[config.mk]
export PLATFORM = sky130hd
export DESIGN_NAME = fifo_wr_arbiter
export DESIGN_NICKNAME = d
export VERILOG_FILES = /design/src/rtl/fifo_arb_pkg.sv /design/src/rtl/rr_pick.sv /design/src/rtl/fifo_wr_arbiter.sv
export SDC_FILE = /design/constraint.sdc
export NUM_CORES = 1
export LEC_CHECK = 0
export CELL_PAD_IN_SITES_DETAIL_PLACEMENT = 2
export CELL_PAD_IN_SITES_GLOBAL_PLACEMENT = 2
export CORE_MARGIN = 3
export CORE_UTILIZATION = 18
export CTS_CLUSTER_DIAMETER = 120
export CTS_CLUSTER_SIZE = 8
export DETAILED_ROUTE_END_ITERATION = 8
export HOLD_SLACK_MARGIN = 0.15
export PLACE_DENSITY_LB_ADDON = 0.1
export SLEW_MARGIN = 30
export SYNTH_ARGS = -nofsm -noshare
export SYNTH_HDL_FRONTEND = slang
export SYNTH_SLANG_ARGS = --single-unit
[constraint.sdc]
create_clock -name clk -period 2.45 [get_ports clk]
set_input_delay 0.6125 -clock clk [delete_from_list [all_inputs] [get_ports clk]]
set_output_delay 0.6125 -clock clk [all_outputs]
set_load 0.05 [all_outputs]
[src/rtl/fifo_arb_pkg.sv]
// Shared types and helpers for the FIFO write-port arbiter and its picker.
package fifo_arb_pkg;

   localparam int unsigned WIDTH_DEF   = 8;
   localparam int unsigned NUM_REQ_DEF = 4;

   typedef enum logic {
      IDLE  = 1'b0,
      BURST = 1'b1
   } arb_state_e;

   // Priority pointer that starts just after the given owner, wrapping at num_req.
   function automatic int unsigned next_rr_ptr(input int unsigned owner,
                                               input int unsigned num_req);
      return (owner + 1) % num_req;
   endfunction

endpackage

[src/rtl/rr_pick.sv]
// Combinational round-robin picker: first set bit of req scanning upward from start.
module rr_pick
   import fifo_arb_pkg::*;
#(
   parameter int unsigned NUM_REQ = NUM_REQ_DEF,
   parameter int unsigned ID_W    = $clog2(NUM_REQ)
) (
   input  logic [NUM_REQ-1:0] req,
   input  logic [ID_W-1:0]    start,
   output logic [ID_W-1:0]    winner,
   output logic               any_valid
);

   int unsigned idx;

   always_comb begin
      winner    = '0;
      any_valid = 1'b0;
      idx       = 0;
      for (int unsigned i = 0; i < NUM_REQ; i++) begin
         idx = (32'(start) + i) % NUM_REQ;
         if (!any_valid && req[ID_W'(idx)]) begin
            any_valid = 1'b1;
            winner    = ID_W'(idx);
         end
      end
   end

endmodule

[src/rtl/fifo_wr_arbiter.sv]
// Round-robin arbiter sharing one FIFO write port among NUM_REQ producers,
// with a bounded burst per grant and zero-latency accept.
module fifo_wr_arbiter
   import fifo_arb_pkg::*;
#(
   parameter int unsigned WIDTH     = WIDTH_DEF,
   parameter int unsigned NUM_REQ   = NUM_REQ_DEF,
   parameter int unsigned MAX_BURST = 4,
   parameter int unsigned ID_W      = $clog2(NUM_REQ)
) (
   input  logic                     clk,
   input  logic                     rst,
   input  logic [NUM_REQ-1:0]       req,
   input  logic [NUM_REQ*WIDTH-1:0] wdata_in,
   output logic [NUM_REQ-1:0]       gnt,
   input  logic                     fifo_full,
   output logic                     fifo_wr_en,
   output logic [WIDTH-1:0]         fifo_wdata,
   output logic                     owner_valid,
   output logic [ID_W-1:0]          owner_id,
   output logic                     stall
);

   localparam int unsigned CNT_W = $clog2(MAX_BURST + 1);

   arb_state_e       state;
   logic [ID_W-1:0]  rr_ptr;
   logic [CNT_W-1:0] burst_cnt;
   logic [ID_W-1:0]  pick_id;
   logic             pick_valid;
   logic             owner_req;
   logic             accept;

   rr_pick #(
      .NUM_REQ (NUM_REQ),
      .ID_W    (ID_W)
   ) u_pick (
      .req       (req),
      .start     (rr_ptr),
      .winner    (pick_id),
      .any_valid (pick_valid)
   );

   // Accept path is combinational so data is written in the cycle gnt is high.
   assign owner_req   = req[owner_id];
   assign owner_valid = (state == BURST) & ~rst;
   assign accept      = owner_valid & owner_req & ~fifo_full;
   assign stall       = owner_valid & owner_req & fifo_full;
   assign fifo_wr_en  = accept;
   assign fifo_wdata  = wdata_in[32'(owner_id) * WIDTH +: WIDTH];

   always_comb begin
      gnt           = '0;
      gnt[owner_id] = accept;
   end

   // Owner is held through full stalls; it leaves on req drop or on the final burst accept.
   always_ff @(posedge clk) begin
      if (rst) begin
         state     <= IDLE;
         owner_id  <= '0;
         rr_ptr    <= '0;
         burst_cnt <= '0;
      end else begin
         case (state)
            IDLE: begin
               if (pick_valid) begin
                  owner_id  <= pick_id;
                  burst_cnt <= '0;
                  state     <= BURST;
               end
            end
            BURST: begin
               if (!owner_req) begin
                  state  <= IDLE;
                  rr_ptr <= ID_W'(next_rr_ptr(32'(owner_id), NUM_REQ));
               end else if (accept) begin
                  burst_cnt <= burst_cnt + CNT_W'(1);
                  if (burst_cnt == CNT_W'(MAX_BURST - 1)) begin
                     state  <= IDLE;
                     rr_ptr <= ID_W'(next_rr_ptr(32'(owner_id), NUM_REQ));
                  end
               end
            end
            default: state <= IDLE;
         endcase
      end
   end

endmodule
==> impl_results.md <==
- CP startpoint: req[3]
- Sw power: 0.000227 W
- Syn Area/Cell: between 9 and 10 µm²
- Post-Layout Cell Count: between 150 and 200
- Clock latency on the worst-skew pair: approximately 0.23 ns
- Starting Density: a little under a fifth
- Utilization after layout: a little over a third
- Final setup viols: 0
- Routed len/inst: between 15 and 20 µm
- Synth Net Count: ~120
- # rows: 23
- CP Launch Type: primary input
- Worst hold margin: ~0.51 ns
- CP max FO: 6
- Num CTS Buffers: 3
- Max incr delay on CP: between 0.4 and 0.5 ns
- Critical path endpoint: gnt[1]
- DR iter-0 viols: 5
- Register-to-register setup slack: 0.61 ns
- Count leader, synth: mux4_2
- Achievable Freq: ~420 MHz
- FF-to-FF Start: owner_id[0]
- Final HPWL from detailed placement: 2.88 mm
- Layout cells sized above 1: between 30% and 40%
- Post-Route WL: ~3.4 mm
- CTS root buffer: clkbuf_8
- Combinational share of power: 50.7%
- Yosys top cell by area: mux4_2
- Sequential-to-total area share from yosys stat: ~20%
- Die height: between 70 and 80 µm
- Post-synth EDFFs: 0
- FFs w/ async S/R, synth: 0%
- Fin Setup TNS: 0 ns
- Crit Path Category: primary input to primary output
- Lkg Pwr: a little over 0.6 nW
- Hold Crit Class: flip-flop to flip-flop
- Status: complete, no violations
- Post-route ant nets: 0
- Total grt overflow: 0
- GR Util All Layers: between 10 and 15%
- Core area: slightly above 4000 µm²
- Placed instance count: 190
- Vias in the first global route: just over 1k
- Initial antenna violation count: 0
- Unique cell type count in the Yosys netlist: 30
- Cell Area, Synth: approximately 780 µm²
- Reg2Reg Depth: 5
- Yosys warning count: 0
- Die ar.: 5190 µm²
- CTS clk-pin slew, worst paths: around 0.040 ns
- I/O Pins: 56
- Pint: roughly 0.0004 W
- Slew margin rel.: 65.8%
- Clock network power share: 25.4%
- Power share of the sequential group: 23.9%
- Synth top cells by count: mux4_2, dfxtp_1, ha_1, a21oi_1, inv_1
- # fillers: ~460
- First drt pass iteration count: 2
- CP required: 1.84 ns
- Clock buffer depth: 2
- Via Count: around 900
- Worst Tran Pin Value: 0.511 ns
- Sink Count: 8
- Vias per cell: ~4.7
- Final #Nets: 190
- Final Cycle Share: 97.8%
- Setup Fix Bufs, Post-CTS: 0
- Gate Count Post-Synth: a little under 80
- Synth Flop Type: dfxtp_1
- Seq cells post-synth: 8
- Maximum VDD drop: 392 µV
- Hold path depth: 2
- Slowest CP cell: mux4_2
- Pre-CTS setup slack: -0.347 ns
- Routability cong.: just over 0.7
- Die W: between 70 and 80 µm
- CP endpoint kind: primary output
- Final Max Tran Viols: 0
- RSZ-0062 raised after global routing: false
- CP Data Arrival Time: around 1.8 ns
- Cell Chain, Critical Path: buf_2 -> mux4_2 -> and3b_2 -> and2_4 -> buf_8
- Sw Ratio: a little over a third
- CTS H-tree depth: 1
- DRC: 0
- Number of buffers added on ports: 55
- Post-synth top area share: between 20% and 30%
- N_diodes: 0
- Clk_skew: approximately 0.0015 ns
- RR Endpoint: burst_cnt[2]
- P per Cell Area: between 400 and 500 nW/µm²
- Area contributors post-synth: mux4_2, dfxtp_1, ha_1, mux2_2, a21oi_1
- First-pass GRT wire length: ~5.5 mm
- Largest net degree at the start of global routing: 15
- Final worst slack: between 0.05 and 0.06 ns
- Final hold vios: 0
- CTS tree: done
- Syn-to-layout area delta: 91.1%
- Max Cap Viol: 0
- Fin crit period: 2.40 ns
-- placed cells by master, fill, tap and decap left out, drive strengths merged, types with 4 or more instances in the layout --
master         netlist  final
nand2b               4      4
dfxtp                8      8
and2                 4      4
inv                  5      5
clkdlybuf4s50        0     35
buf                  3     29
a21oi                5      5
mux4                 9      9
ha                   6      6
-- final cells by class --
class | count | area [µm²] | area share [%]
clock buffer | 3 | 41.3 | 2.75
timing repair buffer | 65 | 613 | 40.9
tap | 50 | 62.6 | 4.17
inverter | 5 | 18.8 | 1.25
sequential | 8 | 163 | 10.9
multi-input combinational | 62 | 601 | 40.1
-- flip-flops by register name, indices dropped and copies added (netlist names) --
register / flops
rr_ptr: 2
state: 1
owner_id: 2
burst_cnt: 3
-- cell families after synthesis --
family / count (synthesis) / synth area share, %
buffers and inverters: 9 / 5.42
multiplexers: 14 / 32.7
adder cells (fa/ha/maj): 6 / 9.57
AND/OR/NAND/NOR: 28 / 20.7
AO/OA/AOI/OAI: 14 / 11.2
flip-flops: 8 / 20.4
-- worst min path at each step --
| stage | from | endpoint | slack, ns |
|---|---|---|---|
| after global routing | owner_id[1] | owner_id[1] | 0.55 |
| final | owner_id[1] | owner_id[1] | 0.51 |
| after detailed placement | owner_id[1] | owner_id[1] | 0.51 |
| after global placement | burst_cnt[1] | burst_cnt[1] | 0.48 |
| after floorplan | burst_cnt[1] | burst_cnt[1] | 0.47 |
| after CTS | owner_id[1] | owner_id[1] | 0.51 |
-- per-stage QoR --
step / area (µm²) / total power [W]
finish: 1500 / 0.000628
CTS: 1500 / 0.000642
global placement: 1430 / 0.000468
floorplan: 795 / 0.000329
global route: 1500 / 0.000668
detailed placement: 1430 / 0.000476
-- timing repair --
| item | CTS | global route |
|---|---|---|
| setup endpoints to repair | 6 | 4 |
| resized for setup | 29 | 1 |
| hold endpoints to repair | 0 | 0 |
| pin swaps | 5 | 1 |
| hold buffers | 0 | 0 |
-- power groups by stage --
stage / registers, W / logic, W / clock network, W
floorplan: 0.000161 / 0.000168 / 0
global placement: 0.000151 / 0.000316 / 0
detailed placement: 0.000152 / 0.000323 / 0
CTS: 0.000150 / 0.000324 / 0.000168
global route: 0.000152 / 0.000341 / 0.000175
finish: 0.000150 / 0.000318 / 0.000160
-- critical path, delay by kind of cell --
family        cells  cell delay [ns]
mux               1             0.48
buf+inv           2             0.25
simple gates      2             0.44
-- per-layer routing --
metal  up-vias  global-route usage (%)  wire (µm)
met5         -                       0          0
met2        31                    24.6       1730
met4         0                   0.626          0
met1       441                    17.2       1470
met3         0                    3.60        182
li1        426                       -          -
Power figures use the tool's default switching activity.
